File: src/rtl/run_len_pkg.sv
// Shared types and helpers for the run-length reporter.
package run_len_pkg;

    // Run-detection state: waiting for a 1, or counting a run of 1s.
    typedef enum logic {
        IDLE = 1'b0,
        RUN  = 1'b1
    } state_e;

    // Saturation value of a w-bit run counter, 2^w - 1.
    function automatic int unsigned cnt_max(input int unsigned w);
        return (32'd1 << w) - 32'd1;
    endfunction

endpackage

File: src/rtl/run_len_fifo.sv
// Synchronous first-word-fall-through FIFO. The head is read straight
// from storage, so a push into an empty FIFO is visible after one edge.
module run_len_fifo
    import run_len_pkg::*;
#(
    parameter int W     = 9,
    parameter int DEPTH = 4
) (
    input  logic                       clk,
    input  logic                       reset_n,
    input  logic                       clr_i,
    input  logic                       push_i,
    input  logic                       pop_i,
    input  logic [W-1:0]               data_i,
    output logic [W-1:0]               data_o,
    output logic                       valid_o,
    output logic                       full_o,
    output logic [$clog2(DEPTH):0]     level_o
);

    localparam int PTR_W = $clog2(DEPTH);
    localparam int LVL_W = PTR_W + 1;

    logic [W-1:0]     mem_q [DEPTH];
    logic [PTR_W-1:0] wr_ptr_q, wr_ptr_d;
    logic [PTR_W-1:0] rd_ptr_q, rd_ptr_d;
    logic [LVL_W-1:0] level_q, level_d;
    logic             pop_ok;
    logic             push_ok;

    assign valid_o = (level_q != '0);
    assign full_o  = (level_q == LVL_W'(DEPTH));
    assign level_o = level_q;
    // A zero head while empty keeps the outputs at their reset value.
    assign data_o  = valid_o ? mem_q[rd_ptr_q] : '0;

    // Popping while full frees a slot for a push at the same edge.
    assign pop_ok  = pop_i && valid_o;
    assign push_ok = push_i && (!full_o || pop_ok);

    // Next pointer and occupancy; pointers wrap naturally as DEPTH is 2^n.
    always_comb begin
        // NOTE: every always_comb output gets a default first so no path leaves it unassigned and infers a latch.
        wr_ptr_d = wr_ptr_q;
        rd_ptr_d = rd_ptr_q;
        level_d  = level_q;
        if (push_ok) wr_ptr_d = wr_ptr_q + 1'b1;
        if (pop_ok)  rd_ptr_d = rd_ptr_q + 1'b1;
        if (push_ok && !pop_ok)      level_d = level_q + 1'b1;
        else if (pop_ok && !push_ok) level_d = level_q - 1'b1;
    end

    // Pointer and level registers; clear wins over push and pop.
    always_ff @(posedge clk or negedge reset_n) begin
        // NOTE: sequential state uses non-blocking assignment so every register samples pre-edge values.
        if (!reset_n) begin
            wr_ptr_q <= '0;
            rd_ptr_q <= '0;
            level_q  <= '0;
        end else if (clr_i) begin
            wr_ptr_q <= '0;
            rd_ptr_q <= '0;
            level_q  <= '0;
        end else begin
            wr_ptr_q <= wr_ptr_d;
            rd_ptr_q <= rd_ptr_d;
            level_q  <= level_d;
        end
    end

    // Entry storage write.
    always_ff @(posedge clk) begin
        // NOTE: storage is deliberately not reset; the level counter alone decides which entries are meaningful.
        if (push_ok && !clr_i) mem_q[wr_ptr_q] <= data_i;
    end

endmodule

File: src/rtl/run_length_reporter.sv
// Measures runs of det_in=1, queues completed run lengths in a FWFT FIFO
// and presents the head to a valid/ready consumer.
module run_length_reporter
    import run_len_pkg::*;
#(
    parameter int CNT_W   = 8,
    parameter int DEPTH   = 4,
    parameter int MIN_LEN = 1,
    parameter int DROP_W  = 8
) (
    input  logic                   clk,
    input  logic                   reset_n,
    input  logic                   clr,
    input  logic                   det_in,
    output logic                   run_valid,
    output logic [CNT_W-1:0]       run_len,
    output logic                   run_sat,
    input  logic                   run_ready,
    output logic [$clog2(DEPTH):0] fifo_level,
    output logic [DROP_W-1:0]      drop_cnt
);

    localparam logic [CNT_W-1:0] CNT_MAX = CNT_W'(cnt_max(CNT_W));
    localparam logic [CNT_W-1:0] MIN_C   = CNT_W'(MIN_LEN);

    typedef struct packed {
        logic             sat;
        logic [CNT_W-1:0] len;
    } entry_t;

    state_e            state_q, state_d;
    logic [CNT_W-1:0]  cnt_q, cnt_d;
    logic [DROP_W-1:0] drop_q, drop_d;
    logic              run_end;
    logic              long_enough;
    logic              pop;
    logic              push;
    logic              full;
    entry_t            push_entry;
    entry_t            head;

    assign pop         = run_valid && run_ready;
    assign long_enough = (cnt_q >= MIN_C);
    assign push        = run_end && long_enough && (!full || pop);
    assign push_entry  = '{sat: (cnt_q == CNT_MAX), len: cnt_q};

    assign run_len  = head.len;
    assign run_sat  = head.sat;
    assign drop_cnt = drop_q;

    // Run FSM, saturating run counter and saturating drop counter.
    always_comb begin
        state_d = state_q;
        cnt_d   = cnt_q;
        drop_d  = drop_q;
        run_end = 1'b0;
        unique case (state_q)
            IDLE: begin
                if (det_in) begin
                    state_d = RUN;
                    cnt_d   = CNT_W'(1);
                end
            end
            RUN: begin
                if (det_in) begin
                    if (cnt_q != CNT_MAX) cnt_d = cnt_q + 1'b1;
                end else begin
                    state_d = IDLE;
                    cnt_d   = '0;
                    run_end = 1'b1;
                end
            end
            default: state_d = IDLE;
        endcase
        // A long-enough run that finds no room is lost and counted.
        if (run_end && long_enough && !push && (drop_q != '1)) drop_d = drop_q + 1'b1;
    end

    // State registers; clr discards any run in progress and the drop count.
    always_ff @(posedge clk or negedge reset_n) begin
        if (!reset_n) begin
            state_q <= IDLE;
            cnt_q   <= '0;
            drop_q  <= '0;
        end else if (clr) begin
            state_q <= IDLE;
            cnt_q   <= '0;
            drop_q  <= '0;
        end else begin
            state_q <= state_d;
            cnt_q   <= cnt_d;
            drop_q  <= drop_d;
        end
    end

    run_len_fifo #(
        .W     ($bits(entry_t)),
        .DEPTH (DEPTH)
    ) u_fifo (
        .clk     (clk),
        .reset_n (reset_n),
        .clr_i   (clr),
        .push_i  (push),
        .pop_i   (pop),
        .data_i  (push_entry),
        .data_o  (head),
        .valid_o (run_valid),
        .full_o  (full),
        .level_o (fifo_level)
    );

endmodule

File: config.mk
export PLATFORM = sky130hd
export DESIGN_NAME = run_length_reporter
export DESIGN_NICKNAME = d
export VERILOG_FILES = /design/src/rtl/run_len_pkg.sv /design/src/rtl/run_len_fifo.sv /design/src/rtl/run_length_reporter.sv
export SDC_FILE = /design/constraint.sdc
export NUM_CORES = 1
export LEC_CHECK = 0
export ABC_AREA = 1
export CAP_MARGIN = 15
export CORE_ASPECT_RATIO = 0.7
export CORE_MARGIN = 5
export CORE_UTILIZATION = 40
export CTS_CLUSTER_DIAMETER = 60
export DETAILED_ROUTE_END_ITERATION = 16
export PLACE_DENSITY = 0.66
export SYNTH_ARGS = -nofsm -noshare
export SYNTH_HDL_FRONTEND = slang
export SYNTH_SLANG_ARGS = --single-unit
export TNS_END_PERCENT = 1
File: constraint.sdc
create_clock -name clk -period 2.6 [get_ports clk]
set_clock_uncertainty 0.1 [all_clocks]
set_input_delay 0.65 -clock clk [delete_from_list [all_inputs] [get_ports clk]]
set_output_delay 0.65 -clock clk [all_outputs]
set_load 0.02 [all_outputs]
==> results by group <==
Run status
  • Status: complete, no violations

Worst setup path
  • WS Path Type: reg2out
  • CP arrival: 1740 ps
  • Crit path launch: u_fifo.rd_ptr_q[0]$_DFFE_PN0P_
  • Worst endpoint required time: 1850 ps
  • FF-to-FF setup slack: 390 ps
  • CP Launch Type: flip-flop
  • Reg2reg start: cnt_q[0]$_DFFE_PN0P_
  • CP max FO: 6
  • Depth of the most critical reg-to-reg path: 12
  • RR Endpoint: u_fifo.mem_q[0][3]$_DFFE_PP_
  • Crit end category: output pin
  • Critical Path Sink: run_len[1]

Finish
  • P&R area growth vs syn: 21.2%
  • Fin nets: 364
  • Antenna diode count: 0
  • Final instance area: 3610 µm²
  • Layout cells sized above 1: 16.1%
  • Post-layout util: 49.6%
  • Multi-input gate area: 1130 µm²
  • Commonest non-fill, non-tap cell in the layout: nor2_1
  • Most frequent cells in the layout: nor2_1, nand2_1, edfxtp_1
  • Reg area: 1680 µm²
  • Filler cell count: 699

Power
  • VDD IR max: 0.000333 V
  • Leak: 1.55 nW
  • Pwr per Cell Area: 768 nW/µm²

Synth
  • Post-synth net total: 323
  • Async S/R FF share, synth: 40.0%
  • Synth area leaders: edfxtp_1, dfrtp_1, nor2_1
  • Ys Warns: 0
  • Synthesized area: 2980 µm²
  • Cell accounting for the most synthesized area: edfxtp_1
  • Post-synth EDFFs: 36
  • Seq/Total Area, Yosys: 56.4%
  • Synthesized flop and latch total: 60
  • Syn Area/Cell: 9.65 µm²
  • Post-synth cell types: 33
  • Post-Syn Instances: 309
  • Top cell type's share of synthesized area: 36.3%
  • Most used DFF post-synth: edfxtp_1

Global route
  • Gr usage total: 14.5%
  • First-pass GRT wire length: 10.2 mm
  • Vias in the first global route: 2115
  • GRT overflow: 0
  • Pin count of the biggest net entering global routing: 25
  • Initial antenna violation count: 0

Drt
  • First-pass DRT Iterations: 4
  • Initial drt markers: 174
  • Antenna Nets Post-Route: 0
  • Drt via density: 4.87
  • Detailed-route DRC error count: 0
  • Wire per inst: 13.6 µm
  • Vias: 2207
  • WL final: 6.14 mm

STA
  • Slew Limit Fails: 0
  • Slew @ Worst Pin: 555 ps
  • Slew Limit Headroom: 62.7%
  • Sum Neg Setup Slack: 0 ps
  • RSZ-0062 raised after global routing: no
  • Period utilization: 95.7%
  • Setup Viol. Count Final: 0
  • Final number of hold-violating endpoints: 0
  • Max Fclk: 0.402 GHz
  • Min Tclk post-route: 2490 ps

Hold path
  • Min-delay src: u_fifo.level_o[2]$_DFFE_PN0P_
  • Hold/Removal Path Class: reg2reg

Clocking
  • Max clock buf depth: 2
  • Clock transition at the registers of the reported paths: 70 ps
  • Clk Tree Root Cell: clkbuf_8
  • Worst-Skew Late Latency: 340 ps
  • Sinks on Clock Net: 60
  • Postcts setup bufs: 0
  • CTS tree: built
  • # H-tree levels: 3
  • Num CTS Buffers: 9

Place
  • Placed cell area: 3420 µm²
  • Routability cong.: 0.812
  • Port bufs: 25
  • Dpl hpwl: 4.34 mm

Floorplan
  • Die Area: 9300 µm²
  • Core area: 7290 µm²
  • Num rows: 26
  • Die H: 82.2 µm
  • Die Wd: 113 µm
  • Initial Util: 40.9%
  • Ports: 26

Flow run
  • Max cap viols: 0
[how the worst min path moves through the flow]
stage | end | slack, ps | depth (start not counted)
global route | u_fifo.level_o[2]$_DFFE_PN0P_ | 510 | 2
floorplan | cnt_q[0]$_DFFE_PN0P_ | 250 | 0
finish | u_fifo.level_o[2]$_DFFE_PN0P_ | 480 | 2
global placement | u_fifo.level_o[2]$_DFFE_PN0P_ | 440 | 2
detailed placement | u_fifo.level_o[2]$_DFFE_PN0P_ | 460 | 2
CTS | u_fifo.level_o[2]$_DFFE_PN0P_ | 480 | 2
[critical path: stages, from the launching register on]
cell	delay (ps)
dfrtp_1	450
buf_4	190
nor2_1	50
nor2_1	100
o21ai_0	100
a21oi_1	160
dlygate4sd2_1	360
[where the power goes]
group | leakage, nW | internal, mW | switching [mW]
clock network | 0.0958 | 0.446 | 0.383
logic | 0.789 | 0.314 | 0.541
registers | 0.665 | 1.04 | 0.0477
[sequential cells by signal, indices dropped and copies added, names as in the netlist]
register / cells
u_fifo.level_o: 3
u_fifo.wr_ptr_q: 2
drop_cnt: 8
state_q: 1
u_fifo.rd_ptr_q: 2
cnt_q: 8
u_fifo.mem_q: 36
[kinds of logic after synthesis]
group	after synthesis	synth area share (%)
flops	60	56.4
simple gates	145	23.9
xor+xnor	7	2.06
compound gates	47	8.06
buf+inv	41	5.50
fa+ha+maj	9	4.03
[layer usage]
layer / vias up / global-route usage (%) / share of wire (%)
met5: - / 0 / 0
met2: 47 / 22.1 / 43
met3: 5 / 5.24 / 5.0
met1: 1045 / 19.6 / 51
li1: 1110 / - / -
met4: 0 / 4.44 / 1.1
[metrics by stage]
stage | hold slack (ps) | total power [mW] | setup slack [ps] | instances
6_report | 481 | 2.77 | 111 | 453
5_1_grt | 510 | 2.93 | 4.23 | 453
4_1_cts | 477 | 2.80 | 103 | 453
3_5_place_dp | 455 | 2.03 | 88.5 | 437
3_3_place_gp | 444 | 2.01 | 137 | 437
2_1_floorplan | 254 | 1.63 | 464 | 309
[final cells by class]
class	count	share of cell area, %
Inverter	35	3.81
Sequential cell	60	46.6
Timing Repair Buffer	36	9.25
Clock buffer	9	3.43
Clock inverter	7	2.11
Tap cell	98	3.40
Multi-Input combinational cell	208	31.4
[cells in the mapped netlist (2+ instances only)]
cell      number
inv_2          6
clkinv_1       2
nor2_1        57
nand3_2        2
o21ai_0       20
buf_2          4
inv_1         26
nand3_1       19
nor2_2         2
dfrtp_1       24
o21ai_1        9
a21oi_1       15
nand4_1        5
nor2_4         4
nand2_4        4
xor2_1         6
edfxtp_1      36
nand2_2        5
nand2_1       42
ha_1           8
[what timing repair did]
action | in CTS | in global routing
endpoints found under the hold margin | 0 | 0
resized for setup | 12 | 0
hold buffers | 0 | 0
setup endpoints to repair | 9 | 0
Note: power is estimated with default switching activity, not from simulation.
